===== src/rtl/sys_result_writer.sv =====
`default_nettype none
// ============================================================================
// Module  : sys_result_writer
// Brief   : Deskews the 2x2 systolic array bottom-edge outputs, pairs the two
//           columns into one UB row write and walks the UB address from a base.
// Revision: 1.0  initial release
// ============================================================================
module sys_result_writer #(
   parameter int DATA_W = 16,
   parameter int ADDR_W = 16,
   parameter int CNT_W  = 6
) (
   input  logic              clk,
   input  logic              rst,
   input  logic              start_in,
   input  logic [ADDR_W-1:0] base_addr_in,
   input  logic [CNT_W-1:0]  num_rows_in,
   input  logic [DATA_W-1:0] sys_data_in_1,
   input  logic              sys_valid_in_1,
   input  logic [DATA_W-1:0] sys_data_in_2,
   input  logic              sys_valid_in_2,
   output logic [ADDR_W-1:0] ub_wr_addr_out,
   output logic              ub_wr_addr_valid_out,
   output logic [DATA_W-1:0] ub_wr_data_out_1,
   output logic [DATA_W-1:0] ub_wr_data_out_2,
   output logic              ub_wr_valid_out_1,
   output logic              ub_wr_valid_out_2,
   output logic              busy_out,
   output logic              done_out,
   output logic              err_out
);

   localparam logic [1:0] S_IDLE    = 2'd0;
   localparam logic [1:0] S_COLLECT = 2'd1;
   localparam logic [1:0] S_DONE    = 2'd2;

   logic [1:0]        state_q, state_d;
   logic [ADDR_W-1:0] base_q, base_d;
   logic [CNT_W-1:0]  cnt_q, cnt_d;
   logic [CNT_W-1:0]  row_q, row_d;
   logic              pend_q, pend_d;
   logic [DATA_W-1:0] skew_q, skew_d;
   logic [ADDR_W-1:0] addr_q, addr_d;
   logic              wr_v1_q, wr_v1_d;
   logic              wr_v2_q, wr_v2_d;
   logic [DATA_W-1:0] wr_d1_q, wr_d1_d;
   logic [DATA_W-1:0] wr_d2_q, wr_d2_d;
   logic              busy_q, busy_d;
   logic              done_q, done_d;
   logic              err_q, err_d;

   logic              start_ok;
   logic              in_collect;
   logic              row_wr;
   logic              stray;

   // State register
   always_ff @(posedge clk or negedge rst) begin
      if (!rst) begin
         state_q <= S_IDLE;
         base_q  <= '0;
         cnt_q   <= '0;
         row_q   <= '0;
         pend_q  <= 1'b0;
         skew_q  <= '0;
         addr_q  <= '0;
         wr_v1_q <= 1'b0;
         wr_v2_q <= 1'b0;
         wr_d1_q <= '0;
         wr_d2_q <= '0;
         busy_q  <= 1'b0;
         done_q  <= 1'b0;
         err_q   <= 1'b0;
      end else begin
         state_q <= state_d;
         base_q  <= base_d;
         cnt_q   <= cnt_d;
         row_q   <= row_d;
         pend_q  <= pend_d;
         skew_q  <= skew_d;
         addr_q  <= addr_d;
         wr_v1_q <= wr_v1_d;
         wr_v2_q <= wr_v2_d;
         wr_d1_q <= wr_d1_d;
         wr_d2_q <= wr_d2_d;
         busy_q  <= busy_d;
         done_q  <= done_d;
         err_q   <= err_d;
      end
   end

   // Next state: COLLECT ends the cycle the last row write is on the port
   always_comb begin
      state_d = state_q;
      case (state_q)
         S_IDLE: begin
            if (start_in) begin
               state_d = (num_rows_in == '0) ? S_DONE : S_COLLECT;
            end
         end
         S_COLLECT: begin
            if (wr_v1_q && (row_q == cnt_q)) begin
               state_d = S_DONE;
            end
         end
         S_DONE:  state_d = S_IDLE;
         default: state_d = S_IDLE;
      endcase
   end

   // Datapath and registered outputs
   always_comb begin
      start_ok   = (state_q == S_IDLE) && start_in;
      in_collect = (state_q == S_COLLECT) && (row_q != cnt_q);
      row_wr     = in_collect && pend_q;
      stray      = in_collect && !pend_q && sys_valid_in_2;

      base_d  = base_q;
      cnt_d   = cnt_q;
      row_d   = row_q;
      pend_d  = 1'b0;
      skew_d  = skew_q;
      addr_d  = addr_q;
      wr_v1_d = 1'b0;
      wr_v2_d = 1'b0;
      wr_d1_d = wr_d1_q;
      wr_d2_d = wr_d2_q;
      err_d   = err_q;

      if (start_ok) begin
         base_d = base_addr_in;
         cnt_d  = num_rows_in;
         row_d  = '0;
         err_d  = 1'b0;
      end

      if (row_wr) begin
         addr_d  = base_q + (ADDR_W'(row_q) << 1);
         wr_v1_d = 1'b1;
         wr_v2_d = sys_valid_in_2;
         wr_d1_d = skew_q;
         row_d   = row_q + CNT_W'(1);
         if (sys_valid_in_2) begin
            wr_d2_d = sys_data_in_2;
         end else begin
            err_d = 1'b1;
         end
      end

      if (stray) begin
         err_d = 1'b1;
      end

      // Capture a new column-1 only while rows remain after this cycle's write
      if (in_collect && sys_valid_in_1 && (row_d != cnt_q)) begin
         skew_d = sys_data_in_1;
         pend_d = 1'b1;
      end

      busy_d = (state_d == S_COLLECT);
      done_d = (state_d == S_DONE);
   end

   assign ub_wr_addr_out       = addr_q;
   assign ub_wr_addr_valid_out = wr_v1_q;
   assign ub_wr_data_out_1     = wr_d1_q;
   assign ub_wr_data_out_2     = wr_d2_q;
   assign ub_wr_valid_out_1    = wr_v1_q;
   assign ub_wr_valid_out_2    = wr_v2_q;
   assign busy_out             = busy_q;
   assign done_out             = done_q;
   assign err_out              = err_q;

endmodule
`default_nettype wire


===== config.mk =====
export PLATFORM = sky130hd
export DESIGN_NAME = sys_result_writer
export DESIGN_NICKNAME = d
export VERILOG_FILES = /design/src/rtl/sys_result_writer.sv
export SDC_FILE = /design/constraint.sdc
export NUM_CORES = 1
export LEC_CHECK = 0
export ABC_AREA = 1
export CAP_MARGIN = 20
export CORE_UTILIZATION = 60
export DETAILED_ROUTE_END_ITERATION = 12
export DONT_BUFFER_PORTS = 1
export GPL_TIMING_DRIVEN = 0
export HOLD_SLACK_MARGIN = 0.12
export PLACE_DENSITY = 0.79
export SLEW_MARGIN = 40
export SYNTH_ARGS = -nofsm -noshare
export SYNTH_HDL_FRONTEND = slang
export SYNTH_SLANG_ARGS = --single-unit
export TNS_END_PERCENT = 30

===== constraint.sdc =====
create_clock -name clk -period 2.15 [get_ports clk]
set_input_delay 0.215 -clock clk [delete_from_list [all_inputs] [get_ports clk]]
set_output_delay 0.215 -clock clk [all_outputs]
set_load 0.01 [all_outputs]

==> impl_results.md <==
* Leak pwr at 2.89 nW
* TritonCTS clock tree: built
* Slew Limit Fails at 0
* CTS Buf Count at 9
* Most frequent cells in the layout: 186 x nand2_1, 95 x dfrtp_1, 54 x dlygate4sd3_1
* VDD IR max at 882 µV
* Post-synthesis register bit count at 100
* Via density per instance at 5.55
* Sequential share of the synthesized area at 54.1%
* Total number of vias at 3931
* IO buf count at 0
* Wire per inst at 16.3 µm
* FF-to-FF End: skew_q[7]$_DFFE_PN0P_
* Reg2Reg Setup Slack at 0.01 ns
* Net count after synthesis at 586
* Hold_ws at -0.473 ns
* Post-Synth Simple-Gate Area at 26.5%
* Fraction of layout cells with a size suffix above 1 at 20.0%
* Async S/R FF share, synth at 100%
* Top-area cell type share of the netlist area at 54.1%
* Xor-xnor portion of the synthesized cell area at 1.71%
* Filler cells at 469
* Layout Cells excl Fill at 708
* WP data arrival at 2.45 ns
* Synthesized area at 0.00462 mm²
* HPWL after DPL at 7100 µm
* Routed Wire Length at 11500 µm
* Worst-path maximum fanout at 7
* H-tree Lvls at 3
* Post-route ant nets at 0
* Clk sink count at 100
* # IOs at 113
* Die Span X at 89.8 µm
* Core Footprint at 0.00737 mm²
* Clk_lat worst skew at 0.37 ns
* R2R Path Start: row_q[0]$_DFF_PN0_
* Antenna violations before repair at 0
* Crit start category: flop
* Reg area at 0.00251 mm²
* Failing checks: negative hold slack
* Mux cell area share after synthesis at 3.90%
* Distinct cell type count after synthesis at 36
* Die Height at 89.8 µm
* PwrDens at 1520 mW/mm²
* Die area at 0.00806 mm²
* Number of global-route vias before repair at 3754
* Placer Congestion at 0.866
* Final Cycle Share at 99.5%
* CTS Root Cell: clkbuf_8
* Synth Area in Compound Gates at 5.58%
* Clock buffer depth at 2
* Crit Path Class: reg2reg
* Initial Utilization at 62.7%
* Post-layout minimum cycle time at 2.14 ns
* Hold_buf cts at 54
* Critical Path Sink Type: flop
* Hold Vio Cnt, Final at 100
* Fmax at 0.467 GHz
* GRT overflow at 0
* Post-synth EDFFs at 0
* Largest net degree at the start of global routing at 101
* Slew HR at 64.1%
* Warnings, synthesis at 0
* Setup-failing EPs final at 0
* Largest cells by area after synthesis: dfrtp_1 54%, nand2_1 16%, mux2_2 3.9%
* Slew @ Worst Pin at 0.539 ns
* Cells after synthesis at 519
* DRC at 0
* MaxCap Viol Count at 0
* Num rows at 31
* P&R area growth vs syn at 26.3%
* Clock transition at path regs at 0.10 ns
* DR iter-0 viols at 221
* Largest family of logic cells by synthesized area: simple AND/OR/NAND/NOR gates
* Most common cell after layout, fill and taps aside: nand2_1
* Hold Crit Class: in2async
* FF-to-FF path depth at 16
* Initial DRT Pass Iterations at 5
* Cell taking the most area after synthesis: dfrtp_1
* Placed Cells incl. Taps at 618
* Global-route usage over all layers at 28.0%
* Clock Skew at 0.0124 ns
* Required @ worst endpoint at 2.46 ns
* Status: complete, but fails checks
* Antenna cells at 0
* RSZ-0062 raised after global routing: yes
* Adder-Cell Fraction of Synth Area at 2.33%
* First-pass GRT wire length at 17900 µm
* Avg Cell Area, Syn at 8.91 µm²
* Top_reg_cell synth: dfrtp_1
* Area of the multi-input gates at 0.00200 mm²
* Layout Nets at 671
report_power, final:
group          switching [W]  leakage [nW]  internal [W]
Sequential          0.000925          1.22       0.00278
Combinational        0.00229          1.56       0.00164
Clock               0.000698         0.104      0.000562
per-layer routing:
| layer | up-vias | share of wire [%] | GRT usage, % | routed length [µm] |
|---|---|---|---|---|
| li1 | 1836 | - | - | - |
| met1 | 1957 | 41 | 35.3 | 4740 |
| met2 | 124 | 52 | 46.3 | 5950 |
| met3 | 14 | 5.7 | 7.02 | 653 |
| met4 | 0 | 1.5 | 11.2 | 173 |
| met5 | - | 0 | 0 | 0 |
flip-flops by register name, indices dropped and copies added, names as in the netlist, 2 cells and up:
signal,count
skew_q,16
ub_wr_data_out_2,16
state_q,2
base_q,16
cnt_q,6
ub_wr_addr_out,16
row_q,6
ub_wr_data_out_1,16
per-stage QoR:
step                      power, W  worst slack [ns]  utilization [%]  instance area [µm²]  TNS [ns]
after floorplan            0.00602             0.161                -                 4620         0
after global placement     0.00667            -0.118             64.4                 4750    -0.722
after detailed placement   0.00684            -0.149             64.4                 4750     -1.63
after CTS                  0.00831           0.00374             75.4                 5560         0
after global routing       0.00950            -0.138             79.2                 5840     -2.25
final                      0.00889            0.0104             79.2                 5840         0
cell type report:
class                      count  share of cell area (%)
timing repair buffer          74                    12.3
clock inverter                 6                    1.31
inverter                      39                    2.51
multi-input combinational    360                    34.2
sequential                   100                    43.0
buffer                        20                    2.40
clock buffer                  10                    2.19
tap                           99                    2.12
synthesized netlist by cell type, types with 2 or more instances:
library cell	count
a21oi_1	10
buf_1	5
buf_4	3
clkbuf_1	8
dfrtp_1	100
ha_1	7
inv_1	34
inv_2	5
mux2_2	16
nand2_1	197
nand2_2	10
nand3_1	32
nand3_2	2
nand4_1	11
nor2_1	13
nor2_2	4
nor3_1	2
nor4_1	2
o21ai_0	32
o31ai_1	3
xnor2_1	3
xor2_1	6
kinds of logic after synthesis:
family          count (synthesis)
compound gates                 48
flops                         100
simple gates                  279
mux                            16
fa+ha+maj                       8
buf+inv                        59
xor+xnor                        9
worst max-delay path: stages, from the launching register on:
cell and delay [ns]:
dfrtp_2 0.46, inv_2 0.06, nand2_1 0.07, nand2_1 0.07
nor2_2 0.12, nand3_2 0.15, nand3_4 0.16, buf_12 0.15
nand2_4 0.05, nand3_2 0.07, nand3_2 0.10, nor2_4 0.14
nand2_4 0.12, nand2_8 0.12, buf_12 0.13, nand2_2 0.05
nand2_1 0.07
what timing repair did:
action	4_1_cts	5_1_grt
endpoints found under the setup margin	24	35
pin swaps	0	10
gates cloned	0	3
hold endpoints to repair	158	100
resized for setup	10	51
buffers inserted	5	12
how the worst max path moves through the flow:
stage               slack [ns]               start                        endpoint
floorplan                 0.16  row_q[0]$_DFF_PN0_  ub_wr_addr_out[13]$_DFFE_PN0N_
global placement         -0.12  row_q[0]$_DFF_PN0_  ub_wr_addr_out[13]$_DFFE_PN0N_
detailed placement       -0.15  row_q[0]$_DFF_PN0_  ub_wr_addr_out[13]$_DFFE_PN0N_
CTS                      0.004  row_q[0]$_DFF_PN0_  ub_wr_addr_out[13]$_DFFE_PN0N_
global route             -0.14  row_q[0]$_DFF_PN0_           skew_q[7]$_DFFE_PN0P_
finish                    0.01  row_q[0]$_DFF_PN0_           skew_q[7]$_DFFE_PN0P_
Power figures use the tool's default switching activity.
